$ cat src/rtl/ex_alu_seq_pkg.sv
// rtl/ex_alu_seq_pkg.sv - shared constants, op codes and FSM encoding for the EX-stage ALU
package ex_alu_seq_pkg;

    localparam int DEF_XLEN    = 32;
    localparam int DEF_SHAMT_W = 5;

    localparam logic [3:0] ALUSEL_AND  = 4'b0000;
    localparam logic [3:0] ALUSEL_OR   = 4'b0001;
    localparam logic [3:0] ALUSEL_ADD  = 4'b0010;
    localparam logic [3:0] ALUSEL_XOR  = 4'b0011;
    localparam logic [3:0] ALUSEL_SUB  = 4'b0100;
    localparam logic [3:0] ALUSEL_SLL  = 4'b0101;
    localparam logic [3:0] ALUSEL_SRL  = 4'b0110;
    localparam logic [3:0] ALUSEL_SRA  = 4'b0111;
    localparam logic [3:0] ALUSEL_SLT  = 4'b1000;
    localparam logic [3:0] ALUSEL_SLTU = 4'b1001;
    localparam logic [3:0] ALUSEL_BR   = 4'b1010;

    typedef enum logic {
        ST_IDLE  = 1'b0,
        ST_SHIFT = 1'b1
    } state_e;

    function automatic logic is_shift_op(input logic [3:0] sel);
        return (sel == ALUSEL_SLL) || (sel == ALUSEL_SRL) || (sel == ALUSEL_SRA);
    endfunction

endpackage

$ cat src/rtl/ex_alu_seq_if.sv
// rtl/ex_alu_seq_if.sv - operand/result bus between ALU control and the EX-stage ALU
// Signals: valid_in/ready_out/alusel/a/b (request), valid_out/result/zf/cf/vf/sf (response).
// master = upstream issuer, slave = ex_alu_seq.
interface ex_alu_seq_if #(
    parameter int XLEN = 32
);
    logic            valid_in;
    logic            ready_out;
    logic [3:0]      alusel;
    logic [XLEN-1:0] a;
    logic [XLEN-1:0] b;
    logic            valid_out;
    logic [XLEN-1:0] result;
    logic            zf;
    logic            cf;
    logic            vf;
    logic            sf;

    modport master (
        output valid_in, alusel, a, b,
        input  ready_out, valid_out, result, zf, cf, vf, sf
    );

    modport slave (
        input  valid_in, alusel, a, b,
        output ready_out, valid_out, result, zf, cf, vf, sf
    );
endinterface

$ cat src/rtl/ex_alu_seq_shift_iter.sv
// rtl/ex_alu_seq_shift_iter.sv - iterative one-bit-per-cycle shifter for SLL/SRL/SRA
// Ports: clk, rst_n, i_flush (abort), i_start/i_op/i_data/i_shamt (load, shamt>0),
//        o_done (final shift happens this cycle), o_data (value after this cycle's shift).
module ex_alu_seq_shift_iter
    import ex_alu_seq_pkg::*;
#(
    parameter int XLEN    = DEF_XLEN,
    parameter int SHAMT_W = DEF_SHAMT_W
) (
    input  logic               clk,
    input  logic               rst_n,
    input  logic               i_flush,
    input  logic               i_start,
    input  logic [3:0]         i_op,
    input  logic [XLEN-1:0]    i_data,
    input  logic [SHAMT_W-1:0] i_shamt,
    output logic               o_done,
    output logic [XLEN-1:0]    o_data
);

    logic [XLEN-1:0]    r_data;
    logic [SHAMT_W-1:0] r_count;
    logic [3:0]         r_op;
    logic               r_busy;
    logic [XLEN-1:0]    w_next;

    always_comb begin
        w_next = r_data;
        case (r_op)
            ALUSEL_SLL: w_next = {r_data[XLEN-2:0], 1'b0};
            ALUSEL_SRL: w_next = {1'b0, r_data[XLEN-1:1]};
            ALUSEL_SRA: w_next = {r_data[XLEN-1], r_data[XLEN-1:1]};
            default:    w_next = r_data;
        endcase
    end

    // done is asserted during the cycle that performs the last shift, so the
    // parent can register w_next on the same edge and keep latency at n+1.
    assign o_done = r_busy && (r_count == SHAMT_W'(1));
    assign o_data = w_next;

    always_ff @(posedge clk or negedge rst_n) begin
        if (!rst_n) begin
            r_data  <= '0;
            r_count <= '0;
            r_op    <= '0;
            r_busy  <= 1'b0;
        end else if (i_flush) begin
            r_count <= '0;
            r_busy  <= 1'b0;
        end else if (i_start) begin
            r_data  <= i_data;
            r_count <= i_shamt;
            r_op    <= i_op;
            r_busy  <= 1'b1;
        end else if (r_busy) begin
            r_data  <= w_next;
            r_count <= r_count - SHAMT_W'(1);
            if (r_count == SHAMT_W'(1)) begin
                r_busy <= 1'b0;
            end
        end
    end

endmodule

$ cat src/rtl/ex_alu_seq.sv
// rtl/ex_alu_seq.sv - EX-stage execute unit: 1-cycle logic/arith/compare, iterative shifts
// Ports: clk, rst_n (async, active-low), flush (kill in-flight op), stall_in (freeze output,
//        block accept), bus (ex_alu_seq_if.slave: valid_in/ready_out/alusel/a/b in,
//        valid_out/result/zf/cf/vf/sf out).
module ex_alu_seq
    import ex_alu_seq_pkg::*;
#(
    parameter int XLEN    = DEF_XLEN,
    parameter int SHAMT_W = DEF_SHAMT_W
) (
    input  logic        clk,
    input  logic        rst_n,
    input  logic        flush,
    input  logic        stall_in,
    ex_alu_seq_if.slave bus
);

    state_e          r_state;
    logic            r_ready;
    logic            r_valid;
    logic [XLEN-1:0] r_result;
    logic            r_zf;
    logic            r_cf;
    logic            r_vf;
    logic            r_sf;
    // Shift completion that arrived while stall_in was high waits here.
    logic            r_hold_valid;
    logic [XLEN-1:0] r_hold_result;

    logic               w_accept;
    logic [SHAMT_W-1:0] w_shamt;
    logic               w_is_sub;
    logic [XLEN-1:0]    w_b_op;
    logic [XLEN:0]      w_sum;
    logic               w_sum_vf;
    logic               w_slt;
    logic               w_sltu;
    logic [XLEN-1:0]    w_res;
    logic               w_cf;
    logic               w_vf;
    logic               w_sh_start;
    logic               w_sh_done;
    logic [XLEN-1:0]    w_sh_data;

    assign w_accept = bus.valid_in && r_ready && !stall_in;
    assign w_shamt  = bus.b[SHAMT_W-1:0];

    // SUB and BR share the adder: a + ~b + 1, so carry-out means "no borrow".
    assign w_is_sub = (bus.alusel == ALUSEL_SUB) || (bus.alusel == ALUSEL_BR);
    assign w_b_op   = w_is_sub ? ~bus.b : bus.b;
    assign w_sum    = {1'b0, bus.a} + {1'b0, w_b_op} + {{XLEN{1'b0}}, w_is_sub};
    assign w_sum_vf = (bus.a[XLEN-1] == w_b_op[XLEN-1]) && (w_sum[XLEN-1] != bus.a[XLEN-1]);
    assign w_slt    = $signed(bus.a) < $signed(bus.b);
    assign w_sltu   = bus.a < bus.b;

    always_comb begin
        w_res = '0;
        w_cf  = 1'b0;
        w_vf  = 1'b0;
        case (bus.alusel)
            ALUSEL_AND:  w_res = bus.a & bus.b;
            ALUSEL_OR:   w_res = bus.a | bus.b;
            ALUSEL_XOR:  w_res = bus.a ^ bus.b;
            ALUSEL_ADD, ALUSEL_SUB, ALUSEL_BR: begin
                w_res = w_sum[XLEN-1:0];
                w_cf  = w_sum[XLEN];
                w_vf  = w_sum_vf;
            end
            // Zero-amount shifts finish in one cycle with the operand unchanged.
            ALUSEL_SLL, ALUSEL_SRL, ALUSEL_SRA: w_res = bus.a;
            ALUSEL_SLT:  w_res = {{(XLEN-1){1'b0}}, w_slt};
            ALUSEL_SLTU: w_res = {{(XLEN-1){1'b0}}, w_sltu};
            default:     w_res = '0;
        endcase
    end

    assign w_sh_start = w_accept && is_shift_op(bus.alusel) && (w_shamt != '0);

    ex_alu_seq_shift_iter #(
        .XLEN    (XLEN),
        .SHAMT_W (SHAMT_W)
    ) u_shift (
        .clk     (clk),
        .rst_n   (rst_n),
        .i_flush (flush),
        .i_start (w_sh_start),
        .i_op    (bus.alusel),
        .i_data  (bus.a),
        .i_shamt (w_shamt),
        .o_done  (w_sh_done),
        .o_data  (w_sh_data)
    );

    always_ff @(posedge clk or negedge rst_n) begin
        if (!rst_n) begin
            r_state       <= ST_IDLE;
            r_ready       <= 1'b0;
            r_valid       <= 1'b0;
            r_result      <= '0;
            r_zf          <= 1'b0;
            r_cf          <= 1'b0;
            r_vf          <= 1'b0;
            r_sf          <= 1'b0;
            r_hold_valid  <= 1'b0;
            r_hold_result <= '0;
        end else if (flush) begin
            r_state      <= ST_IDLE;
            r_ready      <= 1'b1;
            r_valid      <= 1'b0;
            r_hold_valid <= 1'b0;
        end else begin
            // valid_out is a single-cycle pulse unless the output is frozen.
            if (!stall_in) begin
                r_valid <= 1'b0;
            end
            case (r_state)
                ST_IDLE: begin
                    r_ready <= 1'b1;
                    if (w_accept) begin
                        if (w_sh_start) begin
                            r_state <= ST_SHIFT;
                            r_ready <= 1'b0;
                        end else begin
                            r_result <= w_res;
                            r_zf     <= (w_res == '0);
                            r_cf     <= w_cf;
                            r_vf     <= w_vf;
                            r_sf     <= w_res[XLEN-1];
                            r_valid  <= 1'b1;
                        end
                    end
                end
                ST_SHIFT: begin
                    if (w_sh_done && stall_in) begin
                        r_hold_valid  <= 1'b1;
                        r_hold_result <= w_sh_data;
                    end else if (w_sh_done || (r_hold_valid && !stall_in)) begin
                        r_result     <= w_sh_done ? w_sh_data : r_hold_result;
                        r_zf         <= w_sh_done ? (w_sh_data == '0) : (r_hold_result == '0);
                        r_cf         <= 1'b0;
                        r_vf         <= 1'b0;
                        r_sf         <= w_sh_done ? w_sh_data[XLEN-1] : r_hold_result[XLEN-1];
                        r_valid      <= 1'b1;
                        r_hold_valid <= 1'b0;
                        r_state      <= ST_IDLE;
                        r_ready      <= 1'b1;
                    end
                end
                default: begin
                    r_state <= ST_IDLE;
                    r_ready <= 1'b1;
                end
            endcase
        end
    end

    assign bus.ready_out = r_ready;
    assign bus.valid_out = r_valid;
    assign bus.result    = r_result;
    assign bus.zf        = r_zf;
    assign bus.cf        = r_cf;
    assign bus.vf        = r_vf;
    assign bus.sf        = r_sf;

endmodule
$ cat src/flat_wrapper.sv
// flat-port wrapper written by rule: the top's interface ports become plain ports
module ex_alu_seq_flat import ex_alu_seq_pkg::*;
#(
    parameter int XLEN    = DEF_XLEN,
    parameter int SHAMT_W = DEF_SHAMT_W
)
  (clk, rst_n, flush, stall_in, bus_valid_in, bus_alusel, bus_a, bus_b, bus_ready_out, bus_valid_out, bus_result, bus_zf, bus_cf, bus_vf, bus_sf);
  ex_alu_seq_if #(.XLEN(XLEN)) bus_i ();
  input  logic clk;
  input  logic rst_n;
  input  logic flush;
  input  logic stall_in;
  input wire logic [$bits(bus_i.valid_in)-1:0] bus_valid_in;
  input wire logic [$bits(bus_i.alusel)-1:0] bus_alusel;
  input wire logic [$bits(bus_i.a)-1:0] bus_a;
  input wire logic [$bits(bus_i.b)-1:0] bus_b;
  output wire logic [$bits(bus_i.ready_out)-1:0] bus_ready_out;
  output wire logic [$bits(bus_i.valid_out)-1:0] bus_valid_out;
  output wire logic [$bits(bus_i.result)-1:0] bus_result;
  output wire logic [$bits(bus_i.zf)-1:0] bus_zf;
  output wire logic [$bits(bus_i.cf)-1:0] bus_cf;
  output wire logic [$bits(bus_i.vf)-1:0] bus_vf;
  output wire logic [$bits(bus_i.sf)-1:0] bus_sf;
  assign bus_i.valid_in = bus_valid_in;
  assign bus_i.alusel = bus_alusel;
  assign bus_i.a = bus_a;
  assign bus_i.b = bus_b;
  assign bus_ready_out = bus_i.ready_out;
  assign bus_valid_out = bus_i.valid_out;
  assign bus_result = bus_i.result;
  assign bus_zf = bus_i.zf;
  assign bus_cf = bus_i.cf;
  assign bus_vf = bus_i.vf;
  assign bus_sf = bus_i.sf;
  ex_alu_seq #(.XLEN(XLEN), .SHAMT_W(SHAMT_W)) u_core (.clk(clk), .rst_n(rst_n), .flush(flush), .stall_in(stall_in), .bus(bus_i));
endmodule
$ cat config.mk
export PLATFORM = sky130hd
export DESIGN_NAME = ex_alu_seq_flat
export DESIGN_NICKNAME = d
export VERILOG_FILES = /design/src/rtl/ex_alu_seq_pkg.sv /design/src/rtl/ex_alu_seq_if.sv /design/src/rtl/ex_alu_seq_shift_iter.sv /design/src/rtl/ex_alu_seq.sv /design/src/flat_wrapper.sv
export SDC_FILE = /design/constraint.sdc
export NUM_CORES = 1
export LEC_CHECK = 0
export BUFFER_PORTS_ARGS = -buffer_cell sky130_fd_sc_hd__buf_4
export CAP_MARGIN = 20
export CORE_AREA = 4 4 184 186
export DETAILED_ROUTE_END_ITERATION = 6
export DIE_AREA = 0 0 188 190
export HOLD_SLACK_MARGIN = 0.03
export PLACE_DENSITY = 0.5
export RECOVER_POWER = 50
export SYNTH_ARGS = -nofsm -noshare
export SYNTH_HDL_FRONTEND = slang
export SYNTH_SLANG_ARGS = --single-unit
$ cat constraint.sdc
create_clock -name clk -period 8.7 [get_ports clk]
set_input_delay 1.305 -clock clk [delete_from_list [all_inputs] [get_ports clk]]
set_output_delay 1.305 -clock clk [all_outputs]
set_load 0.005 [all_outputs]
==> summary.txt, run 1 <==
Finish
  • Final cell count without fillers: between 1,500 and 2,000
  • Most common cell after layout, fill and taps aside: nand2_1
  • Area Overhead vs Synth: 16.14%
  • Nets: roughly 1,700
  • Commonest non-fill, non-tap cells in the layout: nand2_1 (186), o21ai_0 (173), a21oi_1 (143)
  • Share of post-route cells with drive strength above 1: a little under an eighth

Synthesis
  • Post-Synth XOR/XNOR Area: under 10%
  • Post-synthesis sequential area ratio: roughly a quarter
  • Post-synth EDFFs: 0
  • Syn Inst Count: 1,470
  • Post-synthesis register bit count: ~110
  • Synthesized net count: 1,681
  • Post-synthesis simple-gate area fraction: around a fifth
  • Avg Inst Size Synth: between 7 and 8 um^2
  • Async set-reset flop share out of synthesis: 100.0%
  • Top cells by area, synth: dfrtp_1 (25%), ha_1 (15%), o21ai_0 (7.8%)
  • Mapped Area: about 0.011 mm^2
  • Main combinational cell family by area after synthesis: compound AO/OA/AOI/OAI gates
  • Area leader, netlist: dfrtp_1
  • Most used DFF post-synth: dfrtp_1
  • Adder-Cell Fraction of Synth Area: 15.60%
  • Post-synthesis mux area share: around 1.2%
  • Top-area cell type share of the netlist area: 25.44%
  • Yosys warnings: 0
  • Cell variety after synth: 71
  • Compound-Gate Fraction of Synth Area: a little over a quarter

Drt
  • Final WL: slightly above 40,000 um
  • Starting DRC count in detailed routing: 1,018
  • Via/cell ratio: 5.602
  • # DRC: 0
  • Vias: approximately 11,000
  • DRT antenna net count: 0
  • Drt first pass iters: 6
  • WL per Instance: 20.66 um

Worst setup path
  • CP Data Arrival Time: a little over 7 ns
  • R2r worst-path depth: 15
  • FF-to-FF End: u_core.bus.zf$_DFFE_PN0P_
  • CP Class: in2reg
  • Worst path slowest cell: a221oi_1
  • Reg2reg start: u_core.u_shift.r_count[1]$_DFFE_PN0P_
  • Crit Path Max Fanout: 63
  • Critical path required time: slightly above 9 ns
  • CP cell instances: buf_4 -> or4bb_1 -> and2_2 -> xnor2_1 -> ha_1 -> a21oi_1 -> o22ai_1 -> nor2_1 -> o211ai_1 -> xor2_1 -> a221oi_1 -> nand4_1 -> or4_1 -> or4_1 -> o21ai_1
  • Critical path origin: bus_alusel[1]
  • CP dominant cell by count: or4_1
  • Max stage delay on crit path: around 0.9 ns
  • Capture point of the critical path: u_core.bus.zf$_DFFE_PN0P_
  • Internal reg-to-reg setup slack: roughly 4.2 ns
  • Startpoint types: input port
  • Element type at the critical path end: register

Power and ir drop
  • Peak VDD IR: ~0.00013 V
  • Sequential Power Share: just under 30%
  • Sw Ratio: a little over a third
  • Power Internal: 1.348 mW
  • Combinational share of power: a little over a third
  • Clock power share: 34.7%
  • Leakage: 5.769 nW
  • Pwr/cell area: ~160 mW/mm^2
  • NetSw: roughly 760 uW

Clocking
  • H-tree Lvls: 4
  • CTS Sinks: about 110
  • # hold bufs at CTS: 0
  • Clk_lat worst skew: around 0.42 ns
  • Worst-path clk slew: 0.06 ns
  • Cts repair resizes: 0
  • Maximum clock path buffer count: 2
  • Clk root buf: clkbuf_16
  • TritonCTS clock tree: done
  • Number of setup buffers added after CTS: 0
  • Num CTS Buffers: 17

Timing
  • Slew Viols, Final: 116
  • Final period util: 77.66%
  • RSZ-0062 raised after global routing: no
  • Relative max-transition margin: -132.4%
  • Layout Skew: around 0.012 ns
  • Setup violators final: 0
  • Final hold vios: 0
  • Setup TNS: 0 ns
  • Final critical-path required period: between 6 and 7 ns
  • Worst slew pin tran: 3.487 ns
  • Fmax: between 0.1 and 0.15 GHz

Outcome
  • Outcome: finished with violations
  • Failing checks: capacitance limit, slew limit

Hold path
  • Hold Path Class: reg2reg

Floorplan
  • Initial Util: between 30 and 40%
  • Cell Rows: 66
  • Core area: between 0.03 and 0.04 mm^2
  • Io pins: approximately 110
  • Die Footprint: 0.03572 mm^2
  • Die width: 188 um
  • Die Ht: between 150 and 200 um

Global route
  • Vias in the first global route: ~10,000
  • GRT Resource Usage Total: between 20% and 30%
  • Largest net degree at the start of global routing: 73
  • Initial antenna violation count: 2
  • GRT overflow: 0
  • First-pass GRT wire length: between 60,000 and 70,000 um

Job
  • Max Cap Violations: 2

Place
  • Port bufs: between 100 and 150
  • Dpl hpwl: about 31,000 um
  • Placed Cells: between 1,500 and 2,000
  • Routability cong.: between 0.9 and 1
through the flow:
| stage | cell area [um^2] | hold WS, ns | util [%] | setup WS [ns] | total power [mW] |
|---|---|---|---|---|---|
| global route | 12910 | 0.4947 | 39.98 | 1.141 | 2.239 |
| CTS | 12900 | 0.4795 | 39.95 | 2.021 | 2.122 |
| global placement | 12290 | 0.4621 | 38.05 | 1.623 | 1.379 |
| finish | 12910 | 0.4719 | 39.98 | 1.944 | 2.112 |
| detailed placement | 12290 | 0.4675 | 38.05 | 1.596 | 1.384 |
| floorplan | 11120 | 0.4558 | - | 2.692 | 1.087 |
how the worst min path moves through the flow:
stage / end / cells after the start / startpoint
detailed placement: u_core.bus.result[11]$_DFFE_PN0P_ / 1 / u_core.bus.result[11]$_DFFE_PN0P_
global placement: u_core.bus.result[17]$_DFFE_PN0P_ / 2 / u_core.bus.result[17]$_DFFE_PN0P_
floorplan: u_core.u_shift.r_op[2]$_DFFE_PN0P_ / 1 / u_core.u_shift.r_op[2]$_DFFE_PN0P_
CTS: u_core.bus.result[11]$_DFFE_PN0P_ / 1 / u_core.bus.result[11]$_DFFE_PN0P_
finish: u_core.bus.result[13]$_DFFE_PN0P_ / 2 / u_core.bus.result[13]$_DFFE_PN0P_
global route: u_core.bus.result[11]$_DFFE_PN0P_ / 1 / u_core.bus.result[11]$_DFFE_PN0P_
sequential cells by signal (all words and copies together), names as in the netlist, 4 cells and up:
| register | count |
|---|---|
| u_core.u_shift.r_count | 5 |
| u_core.bus.result | 32 |
| u_core.r_hold_result | 32 |
| u_core.u_shift.r_op | 4 |
| u_core.u_shift.r_data | 32 |
area by class of cell:
| class | count | area [um^2] |
|---|---|---|
| flip-flops and latches | 113 | 2829 |
| clock inverters | 10 | 158.9 |
| well taps | 442 | 553.0 |
| inverters | 92 | 345.3 |
| fillers | 3423 | 19380 |
| repair buffers | 128 | 962.2 |
| multi-input cells | 1169 | 7605 |
| diodes | 1 | 2.502 |
| clock buffers | 22 | 454.2 |
routing by layer:
metal	GRT usage [%]	part of all wire, %	vias to the layer above	wire, um
met1	33.66	49	5256	19980
met2	33.99	43	428	17380
met3	2.899	6.4	47	2633
met4	5.703	2.1	2	842
li1	-	-	5342	-
met5	0	0.039	-	16
synthesized netlist by cell type (13+ instances only):
master      n
nor2_1    119
nand3_1    13
nor3_1     22
ha_1      137
a211oi_1   22
nor4_1     21
inv_1      92
a22oi_1    36
o211ai_1   33
nand2_1   186
nand4_1    19
xnor2_1    52
a21oi_1   143
o21ai_0   174
clkbuf_1   86
dfrtp_1   113
logic make-up after synthesis:
kind of cell / Yosys count
XOR/XNOR: 63
buffers and inverters: 188
adder cells (fa/ha/maj): 138
flip-flops: 113
AO/OA/AOI/OAI: 501
multiplexers: 13
AND/OR/NAND/NOR: 454
critical path: cells and delay by family:
kind	cells	cell delay, ns
xor+xnor	2	0.54
compound gates	5	1.60
simple gates	6	2.79
buf+inv	1	0.47
fa+ha+maj	1	0.33
power groups by stage:
stage | Combinational [mW] | Clock (mW) | Sequential, mW
6_report | 0.750 | 0.732 | 0.630
2_1_floorplan | 0.459 | 0 | 0.627
3_3_place_gp | 0.741 | 0 | 0.639
5_1_grt | 0.831 | 0.770 | 0.638
3_5_place_dp | 0.744 | 0 | 0.639
4_1_cts | 0.747 | 0.744 | 0.630
(Power assumes the default switching activity.)
==> run 2: changes to the inputs <==
==> constraint.sdc (replaced) <==
create_clock -name clk -period 6.45 [get_ports clk]
set_input_delay 0.9675 -clock clk [delete_from_list [all_inputs] [get_ports clk]]
set_output_delay 0.9675 -clock clk [all_outputs]
set_load 0.005 [all_outputs]
==> run 2 against run 1 <==
  * The flow still finishes with violations (capacitance limit, slew limit)
  * Core utilization is essentially flat
  * Combinational power is 35% higher
  * Sequential cell count is the same
  * Final cell count increased by 0.20%
  * Highest routed layer unchanged
  * Die area stayed put
  * Critical endpoint unchanged
  * Routed wire length up 1.1%
==> summary.txt, run 2 (same netlist as run 1, synthesis figures left out) <==
Worst setup path
  • Element type at the critical path end: register (unchanged)
  • Critical path origin: bus_alusel[3] (was bus_alusel[1])
  • Crit Path Max Fanout: 20 (was 63)
  • CP Class: in2reg (unchanged)
  • Max stage delay on crit path: 0.91 ns (was 0.90 ns)
  • Worst path slowest cell: a221oi_1 (unchanged)
  • CP Data Arrival Time: 6.49 ns (was 7.10 ns)
  • Critical path required time: 6.80 ns (was 9.05 ns)
  • Startpoint types: input port (unchanged)
  • CP cell instances: buf_4 -> or4bb_1 -> and2_2 -> buf_4 -> xnor2_1 -> ha_1 -> nand2_1 -> o22ai_1 -> nor2_1 -> o211ai_1 -> xor2_1 -> a221oi_1 -> nand4_1 -> or4_1 -> or4_1 -> o21ai_1 (was buf_4 -> or4bb_1 -> and2_2 -> xnor2_1 -> ha_1 -> a21oi_1 -> o22ai_1 -> nor2_1 -> o211ai_1 -> xor2_1 -> a221oi_1 -> nand4_1 -> or4_1 -> or4_1 -> o21ai_1)
  • Reg2reg start: u_core.u_shift.r_count[1]$_DFFE_PN0P_ (unchanged)

Clocking
  • TritonCTS clock tree: done (unchanged)
  • Num CTS Buffers: 17 (unchanged)
  • H-tree Lvls: 4 (unchanged)
  • CTS Sinks: 113 (unchanged)
  • Clk root buf: clkbuf_16 (unchanged)
  • Cts repair resizes: 0 (unchanged)
  • Worst-path clk slew: 0.06 ns (about the same)
  • Maximum clock path buffer count: 2 (unchanged)
  • Clk_lat worst skew: 0.42 ns (about the same)
  • Number of setup buffers added after CTS: 0 (unchanged)
  • # hold bufs at CTS: 0 (unchanged)

Finish
  • Most common cell after layout, fill and taps aside: nand2_1 (unchanged)
  • Commonest non-fill, non-tap cells in the layout: nand2_1 (186), o21ai_0 (173), a21oi_1 (143) (unchanged)
  • Area Overhead vs Synth: 16.21% (was 16.14%)
  • Fill count: 3,383 (was 3,423)
  • Nets: 1,736 (was 1,732)
  • Share of post-route cells with drive strength above 1: 12.35% (was 11.86%)

Global route
  • First-pass GRT wire length: 63,110 um (was 62,760 um)
  • Initial antenna violation count: 2 (unchanged)
  • GRT Resource Usage Total: 22.53% (was 22.42%)
  • Vias in the first global route: 10,510 (was 10,440)
  • Largest net degree at the start of global routing: 73 (unchanged)
  • GRT overflow: 0 (unchanged)

Timing
  • Fmax: between 0.15 and 0.2 GHz
  • Relative max-transition margin: -118.9% (was -132.4%)
  • Final critical-path required period: ~6.1 ns
  • Final period util: 95.20%
  • Layout Skew: 0.01120 ns (was 0.01167 ns)
  • Setup TNS: 0 ns (unchanged)
  • Worst slew pin tran: 3.284 ns (was 3.487 ns)
  • Slew Viols, Final: 59 (was 116)
  • Min setup slack post-route: 0.3098 ns (was 1.944 ns)
  • RSZ-0062 raised after global routing: no (unchanged)
  • Final hold vios: 0 (unchanged)
  • Setup violators final: 0 (unchanged)

Drt
  • Starting DRC count in detailed routing: 840 (was 1,018)
  • # DRC: 0 (unchanged)
  • DRT antenna net count: 0 (unchanged)
  • Vias: 11,070 (was 11,080)
  • WL per Instance: 20.86 um (was 20.66 um)
  • Via/cell ratio: 5.589 (was 5.602)
  • Final WL: 41,320 um (was 40,850 um)
  • Drt first pass iters: 5 (was 6)

Power and ir drop
  • Peak VDD IR: 0.0001583 V (was 0.0001259 V)
  • Pwr/cell area: 220.6 mW/mm^2 (was 163.6 mW/mm^2)
  • Leakage: 5.768 nW (was 5.769 nW)

Floorplan
  • Die Ht: 190 um (unchanged)
  • Die width: 188 um (unchanged)
  • Core area: 0.03229 mm^2 (unchanged)
  • Initial Util: 34.43% (unchanged)
  • Io pins: 111 (unchanged)
  • Die Footprint: 0.03572 mm^2 (unchanged)
  • Cell Rows: 66 (unchanged)

Place
  • Routability cong.: 0.8984 (was 0.9408)
  • Dpl hpwl: 31,760 um (was 31,340 um)
  • Pre-CTS WS: 0.02095 ns (was 1.596 ns)
  • Port bufs: 110 (unchanged)

Hold path
  • Hold Path Class: reg2reg (unchanged)
  • Hold Crit Start: u_core.bus.result[9]$_DFFE_PN0P_ (was u_core.bus.result[13]$_DFFE_PN0P_)

Job
  • Max Cap Violations: 1 (was 2)

Outcome
  • Failing checks: capacitance limit, slew limit (unchanged)
  • Outcome: finished with violations (unchanged)
-- run 2: cell count changes in the layout (fill, tap and decap cells not counted) --
cell and change:
clkinv_4 +2, nor3b_2 +1, clkbuf_2 +1, clkinv_2 -3, bufinv_16 -1, clkbuf_4 -2
clkbuf_1 -4, clkinvlp_4 +3, buf_4 +6, nor3b_4 -1, inv_6 +3, buf_16 -1
-- run 2: power by group --
| group | switching [mW] | internal, mW | total, mW |
|---|---|---|---|
| Combinational | 0.634 | 0.378 | 1.01 |
| Sequential | 0.0662 | 0.785 | 0.851 |
| Clock | 0.364 | 0.622 | 0.986 |
-- run 2: path summary, 6_finish.rpt --
| check | endpoint | depth (start not counted) | slack [ns] |
|---|---|---|---|
| hold / removal | u_core.bus.result[9]$_DFFE_PN0P_ | 2 | 0.48 |
| max in group asynchronous | u_core.r_hold_result[16]$_DFFE_PN0P_ | 2 | 2.09 |
| setup / recovery | u_core.bus.zf$_DFFE_PN0P_ | 16 | 0.31 |
| setup reg to reg | u_core.bus.zf$_DFFE_PN0P_ | 14 | 2.37 |
| min in group asynchronous | u_core.bus.result[1]$_DFFE_PN0P_ | 1 | 1.64 |
| hold reg to reg | u_core.bus.result[9]$_DFFE_PN0P_ | 2 | 0.48 |
-- run 2: metal layers --
| metal | global-route usage, % | share of wire (%) | vias to the layer above |
|---|---|---|---|
| li1 | - | - | 5350 |
| met1 | 33.57 | 48 | 5280 |
| met2 | 33.88 | 43 | 391 |
| met3 | 3.505 | 7.1 | 47 |
| met4 | 6.042 | 2.2 | 4 |
| met5 | 0 | 0.061 | - |
-- run 2: area by class of cell --
class | instances | area, um^2 | area share, %
Antenna cell | 1 | 2.502 | 0.01937
Inverter | 92 | 345.3 | 2.673
Multi-Input combinational cell | 1169 | 7599 | 58.82
Clock buffer | 18 | 439.2 | 3.400
Sequential cell | 113 | 2829 | 21.90
Clock inverter | 14 | 180.2 | 1.395
Timing Repair Buffer | 132 | 969.7 | 7.507
Tap cell | 442 | 553.0 | 4.281
-- run 2: worst max-delay path, delay by kind of cell --
| kind | cells | cell delay [ns] |
|---|---|---|
| compound gates | 4 | 1.38 |
| xor+xnor | 2 | 0.42 |
| fa+ha+maj | 1 | 0.31 |
| buf+inv | 2 | 0.55 |
| simple gates | 7 | 2.81 |
-- run 2: through the flow --
step | cells | hold slack, ns | area [um^2] | utilization (%) | power, mW
after CTS | 1980 | 0.4841 | 12940 | 40.06 | 2.870
after floorplan | 1470 | 0.4558 | 11120 | - | 1.466
after detailed placement | 1948 | 0.4719 | 12320 | 38.15 | 1.874
after global placement | 1948 | 0.4624 | 12320 | 38.15 | 1.868
final | 1981 | 0.4764 | 12920 | 40.01 | 2.850
after global routing | 1980 | 0.4973 | 12910 | 40.00 | 3.019
==> run 3: changes to the inputs <==
--- a/config.mk
+++ b/config.mk
@@ -7,9 +7,9 @@
 export LEC_CHECK = 0
 export BUFFER_PORTS_ARGS = -buffer_cell sky130_fd_sc_hd__buf_4
 export CAP_MARGIN = 20
-export CORE_AREA = 4 4 184 186
+export CORE_AREA = 4 4 151 226
 export DETAILED_ROUTE_END_ITERATION = 6
-export DIE_AREA = 0 0 188 190
+export DIE_AREA = 0 0 155 230
 export HOLD_SLACK_MARGIN = 0.03
 export PLACE_DENSITY = 0.5
 export RECOVER_POWER = 50
==> run 3 against run 2 <==
  * The flow still finishes with violations (capacitance limit, slew limit)
  * Design area down 0.65%
  * Routed wire length up 3.2%
  * Sequential cell count did not move
  * Clock power is 3.1% lower
  * Critical path type unchanged
  * Largest power group unchanged
==> summary.txt, run 3 (same netlist as run 1, synthesis figures left out) <==
Outcome
  • Outcome: finished with violations (unchanged)
  • Failing checks: capacitance limit, slew limit (unchanged)

Hold path
  • Worst Hold Depth: 2 (unchanged)
  • Hold Path Class: reg2reg (unchanged)

Power and ir drop
  • NetSw: 1.033 mW (was 1.064 mW)
  • Leakage: 5.756 nW (was 5.768 nW)
  • Sw Ratio: 36.67% (was 37.35%)
  • Sequential Power Share: 30.4% (was 29.9%)
  • Pwr/cell area: 219.4 mW/mm^2 (was 220.6 mW/mm^2)
  • Peak VDD IR: 0.0001682 V (was 0.0001583 V)
  • Power Internal: 1.783 mW (was 1.785 mW)
  • Combinational share of power: 35.7% (was 35.5%)
  • Clock power share: 33.9% (was 34.6%)

Clocking
  • Cts repair resizes: 0 (unchanged)
  • Clk root buf: clkbuf_16 (unchanged)
  • # hold bufs at CTS: 0 (unchanged)
  • Clk_lat worst skew: 0.43 ns (was 0.42 ns)
  • Num CTS Buffers: 17 (unchanged)
  • Maximum clock path buffer count: 2 (unchanged)
  • H-tree Lvls: 4 (unchanged)
  • Number of setup buffers added after CTS: 0 (unchanged)
  • CTS Sinks: 113 (unchanged)
  • TritonCTS clock tree: done (unchanged)
  • Worst-path clk slew: 0.05 ns (was 0.06 ns)

Global route
  • First-pass GRT wire length: 64,960 um (was 63,110 um)
  • Initial antenna violation count: 0 (was 2)
  • Largest net degree at the start of global routing: 73 (unchanged)
  • GRT Resource Usage Total: 23.67% (was 22.53%)
  • Vias in the first global route: 10,980 (was 10,510)
  • GRT overflow: 0 (unchanged)

Timing
  • Layout Skew: 0.01151 ns (was 0.01120 ns)
  • Final hold vios: 0 (unchanged)
  • Worst slew pin tran: 2.938 ns (was 3.284 ns)
  • Relative max-transition margin: -95.90% (was -118.9%)
  • RSZ-0062 raised after global routing: no (unchanged)
  • Setup violators final: 0 (unchanged)
  • Slew Viols, Final: 116 (was 59)
  • WHS: 0.4740 ns (was 0.4764 ns)
  • Final critical-path required period: 5.876 ns (was 6.140 ns)
  • Fmax: 0.1702 GHz (was 0.1629 GHz)
  • Final period util: 91.09% (was 95.20%)
  • Min setup slack post-route: 0.5745 ns (was 0.3098 ns)
  • Setup TNS: 0 ns (unchanged)

Worst setup path
  • CP Class: in2reg (unchanged)
  • Startpoint types: input port (unchanged)
  • Critical path required time: 6.80 ns (about the same)
  • CP Data Arrival Time: 6.23 ns (was 6.49 ns)
  • R2r worst-path depth: 13 (was 14)
  • Element type at the critical path end: register (unchanged)
  • Crit Path Max Fanout: 35 (was 20)

Drt
  • Final WL: 42,650 um (was 41,320 um)
  • Met3 WL post-DR: 2192 um (was 2954 um)
  • DRT antenna net count: 0 (unchanged)
  • DR top layer: met4 (was met5)
  • WL per Instance: 21.86 um (was 20.86 um)
  • Routed met2 length: 21,160 um (was 17,650 um)
  • # DRC: 0 (unchanged)
  • Wl on met1: 17,260 um (was 19,800 um)
  • Via/cell ratio: 5.676 (was 5.589)
  • Drt first pass iters: 5 (unchanged)
  • Starting DRC count in detailed routing: 745 (was 840)
  • Vias: 11,070 (about the same)

Place
  • Pre-CTS WS: 0.2185 ns (was 0.02095 ns)
  • Port bufs: 110 (unchanged)
  • Dpl hpwl: 33,210 um (was 31,760 um)
  • Routability cong.: 0.9392 (was 0.8984)

Finish
  • Area Overhead vs Synth: 15.46% (was 16.21%)
  • Most common cell after layout, fill and taps aside: nand2_1 (unchanged)
  • Share of post-route cells with drive strength above 1: 11.72% (was 12.35%)
  • Commonest non-fill, non-tap cells in the layout: nand2_1 (186), o21ai_0 (173), a21oi_1 (143) (unchanged)
  • Nets: 1,736 (unchanged)
  • # diodes: 0 (was 1)

Floorplan
  • Cell Rows: 81 (was 66)
  • Die Ht: 230 um (was 190 um)
  • Io pins: 111 (unchanged)
  • Die Footprint: 0.03565 mm^2 (was 0.03572 mm^2)
  • Die width: 155 um (was 188 um)
  • Core area: 0.03233 mm^2 (was 0.03229 mm^2)
  • Initial Util: 34.38% (was 34.43%)

Job
  • Max Cap Violations: 2 (was 1)
## run 3: changes by cell type in the layout (fill, tap and decap cells not counted), moves of 2 or more
| cell | previous run | this run |
|---|---|---|
| inv_6 | 3 | 0 |
| clkinv_2 | 0 | 2 |
| clkbuf_4 | 34 | 31 |
| clkinvlp_4 | 5 | 1 |
| clkinv_4 | 3 | 0 |
| clkbuf_1 | 5 | 13 |
| buf_4 | 92 | 90 |
## run 3: through the flow
| stage | power (mW) | util, % | area (um^2) | cells |
|---|---|---|---|---|
| final | 2.816 | 39.70 | 12830 | 1951 |
| after global routing | 2.981 | 39.70 | 12830 | 1951 |
| after CTS | 2.846 | 39.73 | 12850 | 1950 |
| after detailed placement | 1.881 | 37.94 | 12270 | 1920 |
| after global placement | 1.877 | 37.93 | 12260 | 1919 |
| after floorplan | 1.466 | - | 11120 | 1470 |
## run 3: cell type report
| class | instances | area (um^2) |
|---|---|---|
| Timing Repair Buffer | 132 | 968.4 |
| Fill cell | 3357 | 19500 |
| Tap cell | 415 | 519.2 |
| Multi-Input combinational cell | 1169 | 7592 |
| Clock buffer | 24 | 471.7 |
| Inverter | 92 | 345.3 |
| Sequential cell | 113 | 2829 |
| Clock inverter | 6 | 107.6 |
## run 3: path summary, 6_finish.rpt
path                            slack (ns)                               endpoint                                  start
worst max register to register        2.26              u_core.bus.zf$_DFFE_PN0P_  u_core.u_shift.r_count[1]$_DFFE_PN0P_
worst min register to register        0.47      u_core.bus.result[14]$_DFFE_PN0P_      u_core.bus.result[14]$_DFFE_PN0P_
min in group asynchronous             1.49  u_core.u_shift.r_data[25]$_DFFE_PN0P_                                  rst_n
worst min-delay path                  0.47      u_core.bus.result[14]$_DFFE_PN0P_      u_core.bus.result[14]$_DFFE_PN0P_
worst max-delay path                  0.57              u_core.bus.zf$_DFFE_PN0P_                          bus_alusel[2]
max in group asynchronous             2.06               u_core.r_state$_DFF_PN0_                                  rst_n
## run 3: metal layers
| layer | vias up | track usage (%) |
|---|---|---|
| met2 | 373 | 40.98 |
| met4 | 0 | 11.05 |
| met5 | - | 0 |
| met1 | 5252 | 28.63 |
| met3 | 93 | 3.521 |
| li1 | 5355 | - |
## run 3: power by group through the flow
stage	Clock [mW]	Sequential (mW)	Combinational (mW)
global route	0.998	0.867	1.12
detailed placement	0	0.869	1.01
global placement	0	0.866	1.01
finish	0.955	0.856	1.01
CTS	0.972	0.857	1.02
floorplan	0	0.846	0.620
## run 3: critical path, stage by stage
cell and delay, ns:
buf_4 0.30, or4b_4 0.55, and2_2 0.41, buf_4 0.32
xnor2_1 0.23, ha_1 0.32, a21oi_1 0.20, o22ai_1 0.10
nor2_1 0.52, nand2_1 0.23, o21ai_0 0.24, xnor2_1 0.10
a21oi_1 0.38, nand4_1 0.15, or4_1 0.53, or4_1 0.48
o21ai_1 0.15
